`src/rtl/uart_tx.sv`:
```
// uart_tx: UART transmitter with a one-entry holding register.
// Frame format: start bit, 8 data bits LSB first, optional parity bit, one stop bit.
// Every serial bit lasts exactly BitTicks clock cycles. A byte that is already held
// when the stop bit ends goes out in the next cycle, with no idle gap.
`timescale 1ns/1ps
module uart_tx #(
   parameter int BitTicks = 16
) (
   input  logic       clk_i,
   input  logic       arst_i,
   input  logic [7:0] data_i,
   input  logic       data_valid_i,
   output logic       data_ready_o,
   input  logic       parity_en_i,
   input  logic       parity_type_i,
   output logic       tx_o,
   output logic       busy_o,
   output logic       frame_done_o
);

   localparam int TickW = $clog2(BitTicks);
   localparam logic [TickW-1:0] TickLast = TickW'(BitTicks - 1);

   typedef enum logic [2:0] {
      ST_IDLE,
      ST_START,
      ST_DATA,
      ST_PARITY,
      ST_STOP
   } state_t;

   state_t           state_q;
   state_t           state_d;
   logic [TickW-1:0] tick_q;
   logic [2:0]       bit_idx_q;
   logic [2:0]       bit_idx_d;
   logic [7:0]       hold_q;
   logic             hold_full_q;
   logic [7:0]       shift_q;
   logic             par_en_q;
   logic             par_bit_q;
   logic             tx_q;
   logic             tx_d;
   logic             frame_done_q;
   logic             frame_done_d;
   logic             bit_end;
   logic             accept;
   logic             load;

   assign bit_end = (tick_q == TickLast);
   // The ready flag depends only on hold_full_q, so nothing combinational runs from valid to ready.
   assign accept  = data_valid_i && !hold_full_q;
   // A held byte is loaded either straight from idle or at the end of the stop bit.
   assign load    = hold_full_q &&
                    ((state_q == ST_IDLE) || ((state_q == ST_STOP) && bit_end));

   assign data_ready_o = !hold_full_q;
   assign busy_o       = (state_q != ST_IDLE);
   assign tx_o         = tx_q;
   assign frame_done_o = frame_done_q;

   // State register plus all control flags; reset forces the line high immediately.
   always_ff @(posedge clk_i or posedge arst_i) begin
      if (arst_i) begin
         state_q      <= ST_IDLE;
         tick_q       <= '0;
         bit_idx_q    <= '0;
         hold_full_q  <= 1'b0;
         par_en_q     <= 1'b0;
         tx_q         <= 1'b1;
         frame_done_q <= 1'b0;
      end else begin
         state_q      <= state_d;
         bit_idx_q    <= bit_idx_d;
         tx_q         <= tx_d;
         frame_done_q <= frame_done_d;
         if (state_q == ST_IDLE || bit_end) begin
            tick_q <= '0;
         end else begin
            tick_q <= tick_q + TickW'(1);
         end
         if (load) begin
            hold_full_q <= 1'b0;
         end else if (accept) begin
            hold_full_q <= 1'b1;
         end
         if (load) begin
            par_en_q <= parity_en_i;
         end
      end
   end

   // Data registers (holding byte, shift byte, latched parity bit) carry no reset.
   always_ff @(posedge clk_i) begin
      if (accept) begin
         hold_q <= data_i;
      end
      if (load) begin
         shift_q   <= hold_q;
         par_bit_q <= parity_type_i ? ~^hold_q : ^hold_q;
      end
   end

   // Next-state logic: the frame advances one bit at each bit_end.
   always_comb begin
      state_d   = state_q;
      bit_idx_d = bit_idx_q;
      case (state_q)
         ST_IDLE: begin
            if (hold_full_q) begin
               state_d = ST_START;
            end
         end
         ST_START: begin
            if (bit_end) begin
               state_d   = ST_DATA;
               bit_idx_d = 3'd0;
            end
         end
         ST_DATA: begin
            if (bit_end) begin
               if (bit_idx_q != 3'd7) begin
                  bit_idx_d = bit_idx_q + 3'd1;
               end else begin
                  state_d = par_en_q ? ST_PARITY : ST_STOP;
               end
            end
         end
         ST_PARITY: begin
            if (bit_end) begin
               state_d = ST_STOP;
            end
         end
         ST_STOP: begin
            if (bit_end) begin
               state_d = hold_full_q ? ST_START : ST_IDLE;
            end
         end
         default: state_d = ST_IDLE;
      endcase
   end

   // Output logic: the line level of the state being entered, registered on the same edge.
   always_comb begin
      tx_d = 1'b1;
      case (state_d)
         ST_START:  tx_d = 1'b0;
         ST_DATA:   tx_d = shift_q[bit_idx_d];
         ST_PARITY: tx_d = par_bit_q;
         default:   tx_d = 1'b1;
      endcase
      frame_done_d = (state_q == ST_STOP) && bit_end;
   end

endmodule

```
`config.mk`:
```
export PLATFORM = sky130hd
export DESIGN_NAME = uart_tx
export DESIGN_NICKNAME = d
export VERILOG_FILES = /design/src/rtl/uart_tx.sv
export SDC_FILE = /design/constraint.sdc
export NUM_CORES = 1
export LEC_CHECK = 0
export CORE_ASPECT_RATIO = 1.75
export CORE_MARGIN = 5
export CORE_UTILIZATION = 31
export CTS_CLUSTER_DIAMETER = 60
export DETAILED_ROUTE_END_ITERATION = 10
export SLEW_MARGIN = 20
export SYNTH_ARGS = -nofsm -noshare
export SYNTH_HDL_FRONTEND = slang
export SYNTH_SLANG_ARGS = --single-unit
```
`constraint.sdc`:
```
create_clock -name clk_i -period 4.1 [get_ports clk_i]
set_input_delay 0.615 -clock clk_i [delete_from_list [all_inputs] [get_ports clk_i]]
set_output_delay 0.615 -clock clk_i [all_outputs]
set_load 0.005 [all_outputs]
```
==> results of run 1 <==
==> flip-flops by register name, indices dropped and copies added, names as in the netlist <==
name,flops
tick_q,4
par_bit_q,1
bit_idx_q,3
hold_q,8
state_q,3
tx_o,1
hold_full_q,1
par_en_q,1
shift_q,8
frame_done_o,1
==> cells in the mapped netlist (3+ instances only) <==
cell type / number
xnor2_1: 6
and3_1: 4
xor2_1: 4
dfrtp_1: 13
inv_1: 5
edfxtp_1: 17
o21ai_0: 3
and2_1: 3
mux2i_1: 4
nand3_1: 4
clkbuf_1: 3
nand2_1: 9
nor2_1: 10
==> routing by layer <==
| metal | wire length [um] | global-route usage [%] | up-vias |
|---|---|---|---|
| met3 | 132 | 3.22 | 6 |
| met2 | 1500 | 16.9 | 25 |
| met1 | 959 | 7.93 | 484 |
| met5 | 0 | 0 | - |
| li1 | - | - | 482 |
| met4 | 52 | 5.01 | 0 |
==> logic make-up (layout without fill, tap and decap cells) <==
| family | after synthesis | after routing | synth area share (%) |
|---|---|---|---|
| DFF | 31 | 31 | 58.3 |
| and+or+nand+nor | 45 | 45 | 16.4 |
| xor gates and xnor gates | 10 | 10 | 5.92 |
| AOI/OAI and AO/OA | 20 | 20 | 10.7 |
| muxes | 6 | 6 | 4.23 |
| buffers and inverters | 9 | 29 | 2.79 |
| adders and majority gates | 2 | 2 | 1.69 |
==> through the flow <==
stage | util (%) | setup slack [ns] | cells | total power [mW]
6_report | 38.1 | 1.71 | 195 | 0.991
5_1_grt | 38.1 | 1.56 | 195 | 1.05
4_1_cts | 38.1 | 1.69 | 195 | 1.00
3_5_place_dp | 36.0 | 1.69 | 187 | 0.759
3_3_place_gp | 36.0 | 1.78 | 187 | 0.741
2_1_floorplan | - | 1.87 | 123 | 0.679
==> layout make-up <==
type / instances / area [um^2] / area share, %
tap: 52 / 65.1 / 3.66
multi-input combinational: 83 / 576 / 32.4
timing repair buffer: 16 / 160 / 9.02
inverter: 5 / 18.8 / 1.06
clock inverter: 3 / 25.0 / 1.41
clock buffer: 5 / 68.8 / 3.88
sequential: 31 / 862 / 48.6
==> report_power, final <==
part | leakage (nW) | total [mW] | internal (mW) | switching (mW)
sequential | 0.325 | 0.487 | 0.418 | 0.0692
combinational | 0.303 | 0.262 | 0.132 | 0.130
clock | 0.0443 | 0.242 | 0.121 | 0.121
==> worst paths after layout <==
kind,startpoint,to,slack [ns],cells past startpoint
worst max register to register,tick_q[0]$_DFF_PP0_,tx_o$_DFF_PP1_,1.71,7
worst max-delay path,tick_q[0]$_DFF_PP0_,tx_o$_DFF_PP1_,1.71,7
min in group asynchronous,arst_i,bit_idx_q[1]$_DFF_PP0_,0.67,2
worst min-delay path,hold_q[0]$_DFFE_PP_,shift_q[0]$_DFFE_PP_,0.47,0
max in group asynchronous,arst_i,tx_o$_DFF_PP1_,3.06,2
worst min register to register,hold_q[0]$_DFFE_PP_,shift_q[0]$_DFFE_PP_,0.47,0
==> flow_summary.html, run 1 <==
<table>
<tr><th>Metric</th><th>Value</th></tr>
<tr><th colspan="2">Drt</th></tr>
<tr><td>Routed vias</td><td>around 1000</td></tr>
<tr><td>Violation count after the first detailed-route iteration</td><td>26</td></tr>
<tr><td>Post-DR wirelength/cell</td><td>approximately 14 um</td></tr>
<tr><td>Final WL</td><td>~2.6 mm</td></tr>
<tr><td>DRC violations left</td><td>0</td></tr>
<tr><td>Routed Antenna Nets</td><td>0</td></tr>
<tr><td>Number of vias per cell</td><td>~5</td></tr>
<tr><td>DRT Pass-1 Iters</td><td>4</td></tr>
<tr><th colspan="2">CTS</th></tr>
<tr><td>Number of clock sinks</td><td>31</td></tr>
<tr><td>Post-CTS sizing</td><td>0</td></tr>
<tr><td>Number of buffers inserted for hold repair after clock tree synthesis</td><td>0</td></tr>
<tr><td>Clock transition time at the flip-flop clock pins of the worst setup and hold paths</td><td>0.07 ns</td></tr>
<tr><td>Skew-Pair Late Insertion Delay</td><td>0.29 ns</td></tr>
<tr><td>CTS Buf Count</td><td>5</td></tr>
<tr><td>Buffers inserted by post-CTS timing repair</td><td>0</td></tr>
<tr><td>Max Buffers Root-to-Sink</td><td>2</td></tr>
<tr><td>Clock tree from TritonCTS</td><td>done</td></tr>
<tr><td>Number of H-tree levels</td><td>2</td></tr>
<tr><td>Clk Tree Root Cell</td><td>clkbuf_8</td></tr>
<tr><th colspan="2">Timing</th></tr>
<tr><td>Portion of the clock cycle consumed by the worst path in the final layout</td><td>slightly below 60%</td></tr>
<tr><td>Achievable clock frequency</td><td>~420 MHz</td></tr>
<tr><td>Accumulated negative setup slack</td><td>0 ns</td></tr>
<tr><td>Final critical delay including setup and external delays</td><td>between 2 and 2.5 ns</td></tr>
<tr><td>Final clock skew</td><td>approximately 0.0068 ns</td></tr>
<tr><td>Slew Limit Fails</td><td>0</td></tr>
<tr><td>Tightest hold margin</td><td>0.470 ns</td></tr>
<tr><td>Slew headroom</td><td>about 56%</td></tr>
<tr><td>Setup repair after global routing missed its margin</td><td>false</td></tr>
<tr><td>Slew at the pin closest to its max-slew limit</td><td>~0.66 ns</td></tr>
<tr><td>Final count of negative-setup-slack endpoints</td><td>0</td></tr>
<tr><td>Count of final hold-check violations</td><td>0</td></tr>
<tr><th colspan="2">Global routing</th></tr>
<tr><td>Largest net degree at the start of global routing</td><td>15</td></tr>
<tr><td>Number of global-route vias before repair</td><td>roughly 1000</td></tr>
<tr><td>Overall track demand over capacity in global routing</td><td>between 8 and 9%</td></tr>
<tr><td>Number of antenna violations at the first check in global routing</td><td>0</td></tr>
<tr><td>GR Overflow Total</td><td>0</td></tr>
<tr><td>First-pass GRT wire length</td><td>4.44 mm</td></tr>
<tr><th colspan="2">Synthesis</th></tr>
<tr><td>Cell area after synthesis</td><td>0.00148 mm^2</td></tr>
<tr><td>Number of flops mapped to enable cells by yosys</td><td>17</td></tr>
<tr><td>Library cell occupying the most area in the post-synthesis netlist</td><td>edfxtp_1</td></tr>
<tr><td>Yosys top cell area share</td><td>between 30% and 40%</td></tr>
<tr><td>Yosys warnings</td><td>0</td></tr>
<tr><td>Count of cell types in the netlist</td><td>43</td></tr>
<tr><td>Flops &amp; latches, synth</td><td>31</td></tr>
<tr><td>Average footprint of a synthesized cell</td><td>12.0 um^2</td></tr>
<tr><td>Sequential cell area fraction in the yosys report</td><td>between 50% and 60%</td></tr>
<tr><td>Most instantiated flip-flop cell in the synthesis netlist</td><td>edfxtp_1</td></tr>
<tr><td>Post-Syn Nets</td><td>138</td></tr>
<tr><td>Post-synth ARST share</td><td>between 40% and 50%</td></tr>
<tr><td>Synth area leaders</td><td>edfxtp_1 (35%), dfrtp_1 (22%), xnor2_1 (3.6%)</td></tr>
<tr><td>Syn Inst Count</td><td>approximately 120</td></tr>
<tr><th colspan="2">Power and ir drop</th></tr>
<tr><td>VDD IR max</td><td>about 0.38 mV</td></tr>
<tr><td>Power density over cell area</td><td>about 560 mW/mm^2</td></tr>
<tr><td>Leakage power summed over all cells</td><td>0.673 nW</td></tr>
<tr><th colspan="2">Placement</th></tr>
<tr><td>DP HPWL</td><td>2.07 mm</td></tr>
<tr><td>Quantity of I/O buffers inserted on ports</td><td>16</td></tr>
<tr><td>Placed standard-cell area</td><td>about 0.0017 mm^2</td></tr>
<tr><td>GP Congestion</td><td>between 0.8 and 0.9</td></tr>
<tr><th colspan="2">Critical path</th></tr>
<tr><td>Kind of end point of the critical path</td><td>flip-flop</td></tr>
<tr><td>Worst endpoint required time</td><td>4.31 ns</td></tr>
<tr><td>Max FO, Critical Path</td><td>10</td></tr>
<tr><td>CP Data Arrival Time</td><td>2.61 ns</td></tr>
<tr><td>Critical path buffers and inverters</td><td>0</td></tr>
<tr><td>Critical path class</td><td>reg -&gt; reg</td></tr>
<tr><td>CP max stage cell</td><td>or4_4</td></tr>
<tr><td>Worst-path cell chain</td><td>ha_1 -&gt; nand3_1 -&gt; or4_4 -&gt; a21oi_4 -&gt; mux2_2 -&gt; a22oi_1 -&gt; a21oi_2</td></tr>
<tr><td>Highest cell delay on the worst timing path</td><td>0.61 ns</td></tr>
<tr><td>Critical path's top delay family</td><td>simple AND/OR/NAND/NOR gates</td></tr>
<tr><td>Worst setup SP type</td><td>flip-flop</td></tr>
<tr><th colspan="2">Final layout</th></tr>
<tr><td>Commonest non-fill, non-tap cell in the layout</td><td>edfxtp_1</td></tr>
<tr><td>Count of fill cells added during filler insertion</td><td>approximately 460</td></tr>
<tr><td>Fraction of final layout cells with drive strength greater than 1</td><td>roughly an eighth</td></tr>
<tr><td>Area growth syn-to-layout</td><td>20.1%</td></tr>
<tr><td>Antenna diode count</td><td>0</td></tr>
<tr><td>Count of nets after finishing</td><td>around 160</td></tr>
<tr><td>Cell area after layout</td><td>roughly 0.0018 mm^2</td></tr>
<tr><td>Commonest non-fill, non-tap cells in the layout</td><td>edfxtp_1 (17), clkdlybuf4s50_1 (16), dfrtp_1 (13)</td></tr>
<tr><th colspan="2">Die</th></tr>
<tr><td>Floorplan die width</td><td>62.2 um</td></tr>
<tr><td>Starting Density</td><td>between 30% and 40%</td></tr>
<tr><td>Chip Height</td><td>between 100 and 150 um</td></tr>
<tr><td>Top-level port count</td><td>17</td></tr>
<tr><td>Standard-cell row count</td><td>33</td></tr>
<tr><td>Core Footprint</td><td>between 0.004 and 0.005 mm^2</td></tr>
<tr><td>Die ar.</td><td>approximately 0.0063 mm^2</td></tr>
<tr><th colspan="2">Outcome</th></tr>
<tr><td>Run status</td><td>complete, no violations</td></tr>
<tr><th colspan="2">Flow run</th></tr>
<tr><td>Max-capacitance violation count</td><td>0</td></tr>
<tr><th colspan="2">Min path</th></tr>
<tr><td>Worst min-delay path category</td><td>reg -&gt; reg</td></tr>
</table>
Note: power is estimated with default switching activity, not from simulation.
==> run 2, diff against run 1 <==
Clock period 4.1 ns to 1.9 ns, I/O delays scaled along.
==> run 2 against run 1 <==
Compared with the run above:
- the flow now finishes with violations (setup timing)
- first-iteration DRC count is the same
- register-to-register slack lost 1.8 ns
- fmax grew 18%
- utilization grew 4.0 points
- via count grew 8.1%
- die area is the same
- largest power group unchanged
- highest routed layer unchanged
==> flow_summary.html, run 2 (synthesis gave the netlist of run 1 again) <==
<table>
<tr><th>Metric</th><th>Value</th></tr>
<tr><th colspan="2">Outcome</th></tr>
<tr><td>Run status</td><td>finished, violations left</td></tr>
<tr><td>Violations in the final reports</td><td>setup timing</td></tr>
<tr><th colspan="2">CTS</th></tr>
<tr><td>Clock tree from TritonCTS</td><td>done</td></tr>
<tr><td>Clk Tree Root Cell</td><td>clkbuf_8</td></tr>
<tr><td>CTS Buf Count</td><td>5 (unchanged)</td></tr>
<tr><td>Skew-Pair Late Insertion Delay</td><td>0.28 ns (about the same)</td></tr>
<tr><td>Number of clock sinks</td><td>31 (unchanged)</td></tr>
<tr><td>Clock transition time at the flip-flop clock pins of the worst setup and hold paths</td><td>0.07 ns (about the same)</td></tr>
<tr><td>Number of H-tree levels</td><td>2 (unchanged)</td></tr>
<tr><td>Number of buffers inserted for hold repair after clock tree synthesis</td><td>0 (unchanged)</td></tr>
<tr><td>Max Buffers Root-to-Sink</td><td>2 (unchanged)</td></tr>
<tr><th colspan="2">Final layout</th></tr>
<tr><td>Area growth syn-to-layout</td><td>32.8%</td></tr>
<tr><td>Commonest non-fill, non-tap cell in the layout</td><td>buf_4</td></tr>
<tr><td>Commonest non-fill, non-tap cells in the layout</td><td>buf_4 (21), edfxtp_1 (17), clkdlybuf4s50_1 (15)</td></tr>
<tr><td>Area of combinational cells with multiple inputs</td><td>621 um^2 (+7.8%)</td></tr>
<tr><td>Antenna diode count</td><td>0 (unchanged)</td></tr>
<tr><td>Count of nets after finishing</td><td>178 (+13%)</td></tr>
<tr><td>Cell area after layout</td><td>0.00196 mm^2 (+11%)</td></tr>
<tr><td>Count of fill cells added during filler insertion</td><td>453 (-0.88%)</td></tr>
<tr><td>Largest registers</td><td>hold_q: 8 flops, shift_q: 8 flops, tick_q: 4 flops</td></tr>
<tr><td>Area occupied by registers</td><td>863 um^2 (+0.15%)</td></tr>
<tr><td>Fraction of final layout cells with drive strength greater than 1</td><td>26.8% (+15 points)</td></tr>
<tr><th colspan="2">Drt</th></tr>
<tr><td>Routed vias</td><td>1078 (+8.1%)</td></tr>
<tr><td>Post-DR wirelength/cell</td><td>14.1 um (+4.3%)</td></tr>
<tr><td>Violation count after the first detailed-route iteration</td><td>26 (unchanged)</td></tr>
<tr><td>DRT Pass-1 Iters</td><td>4 (unchanged)</td></tr>
<tr><td>Routed Antenna Nets</td><td>0 (unchanged)</td></tr>
<tr><td>Final WL</td><td>3.05 mm (+16%)</td></tr>
<tr><td>Number of vias per cell</td><td>4.99 (-2.4%)</td></tr>
<tr><td>DRC violations left</td><td>0 (unchanged)</td></tr>
<tr><th colspan="2">Timing</th></tr>
<tr><td>Slew Limit Fails</td><td>0 (unchanged)</td></tr>
<tr><td>Tightest hold margin</td><td>0.354 ns (-0.116 ns)</td></tr>
<tr><td>Worst Slack Setup Final</td><td>-0.132 ns (-1.84 ns)</td></tr>
<tr><td>Achievable clock frequency</td><td>492 MHz (+18%)</td></tr>
<tr><td>Final clock skew</td><td>0.0101 ns (+0.00339 ns)</td></tr>
<tr><td>Slew headroom</td><td>62.7% (+6.5 points)</td></tr>
<tr><td>Setup repair after global routing missed its margin</td><td>true</td></tr>
<tr><td>Final count of negative-setup-slack endpoints</td><td>1 (+1)</td></tr>
<tr><td>Final critical delay including setup and external delays</td><td>2.03 ns (-0.361 ns)</td></tr>
<tr><td>Slew at the pin closest to its max-slew limit</td><td>0.559 ns (-0.0964 ns)</td></tr>
<tr><td>Count of final hold-check violations</td><td>0 (unchanged)</td></tr>
<tr><td>Portion of the clock cycle consumed by the worst path in the final layout</td><td>107% (+49 points)</td></tr>
<tr><th colspan="2">Critical path</th></tr>
<tr><td>Critical path buffers and inverters</td><td>0 (unchanged)</td></tr>
<tr><td>Worst endpoint required time</td><td>2.09 ns (-2.22 ns)</td></tr>
<tr><td>Worst setup SP type</td><td>flip-flop</td></tr>
<tr><td>Worst Setup SP</td><td>state_q[2]$_DFF_PP0_</td></tr>
<tr><td>Crit path depth</td><td>6 (-1)</td></tr>
<tr><td>Critical path class</td><td>reg -&gt; reg</td></tr>
<tr><td>Worst-path cell chain</td><td>or3b_4 -&gt; or4_4 -&gt; a21oi_4 -&gt; mux2_4 -&gt; a22oi_2 -&gt; a21oi_2</td></tr>
<tr><td>RR Startpoint</td><td>state_q[2]$_DFF_PP0_</td></tr>
<tr><td>CP max stage cell</td><td>or4_4</td></tr>
<tr><td>R2R depth</td><td>6 (-1)</td></tr>
<tr><td>Max FO, Critical Path</td><td>2 (-8)</td></tr>
<tr><td>Critical path's top delay family</td><td>simple AND/OR/NAND/NOR gates</td></tr>
<tr><td>Kind of end point of the critical path</td><td>flip-flop</td></tr>
<tr><td>Highest cell delay on the worst timing path</td><td>0.44 ns (-0.17 ns)</td></tr>
<tr><td>CP Data Arrival Time</td><td>2.23 ns (-0.38 ns)</td></tr>
<tr><th colspan="2">Die</th></tr>
<tr><td>Starting Density</td><td>31.7% (unchanged)</td></tr>
<tr><td>Standard-cell row count</td><td>33 (unchanged)</td></tr>
<tr><td>Chip Height</td><td>101 um (unchanged)</td></tr>
<tr><td>Top-level port count</td><td>17 (unchanged)</td></tr>
<tr><td>Core Footprint</td><td>0.00467 mm^2 (unchanged)</td></tr>
<tr><td>Floorplan die width</td><td>62.2 um (unchanged)</td></tr>
<tr><td>Die ar.</td><td>0.00631 mm^2 (unchanged)</td></tr>
<tr><th colspan="2">Global routing</th></tr>
<tr><td>First-pass GRT wire length</td><td>4.86 mm (+9.6%)</td></tr>
<tr><td>Number of antenna violations at the first check in global routing</td><td>0 (unchanged)</td></tr>
<tr><td>Overall track demand over capacity in global routing</td><td>9.94% (+1.0 points)</td></tr>
<tr><td>GR Overflow Total</td><td>0 (unchanged)</td></tr>
<tr><td>Largest net degree at the start of global routing</td><td>15 (unchanged)</td></tr>
<tr><td>Number of global-route vias before repair</td><td>1119 (+13%)</td></tr>
<tr><th colspan="2">Flow run</th></tr>
<tr><td>Max-capacitance violation count</td><td>0 (unchanged)</td></tr>
<tr><th colspan="2">Placement</th></tr>
<tr><td>DP HPWL</td><td>2.43 mm (+18%)</td></tr>
<tr><td>Placed standard-cell area</td><td>0.00185 mm^2 (+10%)</td></tr>
<tr><td>Quantity of I/O buffers inserted on ports</td><td>16 (unchanged)</td></tr>
<tr><td>GP Congestion</td><td>0.851 (-0.26%)</td></tr>
<tr><th colspan="2">Power and ir drop</th></tr>
<tr><td>VDD IR max</td><td>0.790 mV (+110%)</td></tr>
<tr><td>Leakage power summed over all cells</td><td>0.776 nW (+15%)</td></tr>
<tr><td>Power density over cell area</td><td>1150 mW/mm^2 (+110%)</td></tr>
<tr><th colspan="2">Min path</th></tr>
<tr><td>Worst min-delay path category</td><td>in -&gt; async</td></tr>
</table>
[run 2: final cells by class]
cell class / instances / area share [%]
clock buffer: 6 / 3.69
clock inverter: 2 / 0.382
inverter: 5 / 0.955
multi-input combinational: 83 / 31.6
sequential: 31 / 43.9
tap: 52 / 3.31
timing repair buffer: 37 / 16.1
[run 2: worst paths after layout]
kind                                          end  slack (ns)
max                                tx_o$_DFF_PP1_       -0.13
min                          state_q[0]$_DFF_PP0_        0.35
max reg2reg                        tx_o$_DFF_PP1_       -0.13
min reg2reg                  shift_q[5]$_DFFE_PP_        0.46
max in group asynchronous  bit_idx_q[0]$_DFF_PP0_        1.15
min in group clk_i           shift_q[5]$_DFFE_PP_        0.46
[run 2: routing by layer]
layer | GRT usage [%] | share of wire [%] | routed length, um
met1 | 8.13 | 34 | 1030
met2 | 20.1 | 59 | 1800
met3 | 3.22 | 4.3 | 130
met4 | 5.18 | 2.8 | 85
met5 | 0 | 0 | 0
[run 2: stage by stage]
step                      power, mW  setup slack, ns  cells  util [%]  TNS, ns
after global routing           2.40           -0.178    216      42.1   -0.178
after detailed placement       1.79           -0.178    206      39.7   -0.178
after floorplan                1.48           -0.206    123         -   -0.206
final                          2.26           -0.132    216      42.1   -0.132
after global placement         1.74           -0.129    206      39.7   -0.129
after CTS                      2.28           -0.142    215      41.8   -0.142
[run 2: repair_timing]
item / in CTS / in global routing
gates resized for setup: 3 / 2
setup buffers: 1 / 1
pin swaps: 4 / 0
setup endpoints to repair: 2 / 1
[run 2: report_power, final]
group / internal (mW) / total [mW] / switching [mW]
logic: 0.397 / 0.784 / 0.387
registers: 0.903 / 1.00 / 0.0997
clock network: 0.249 / 0.474 / 0.225
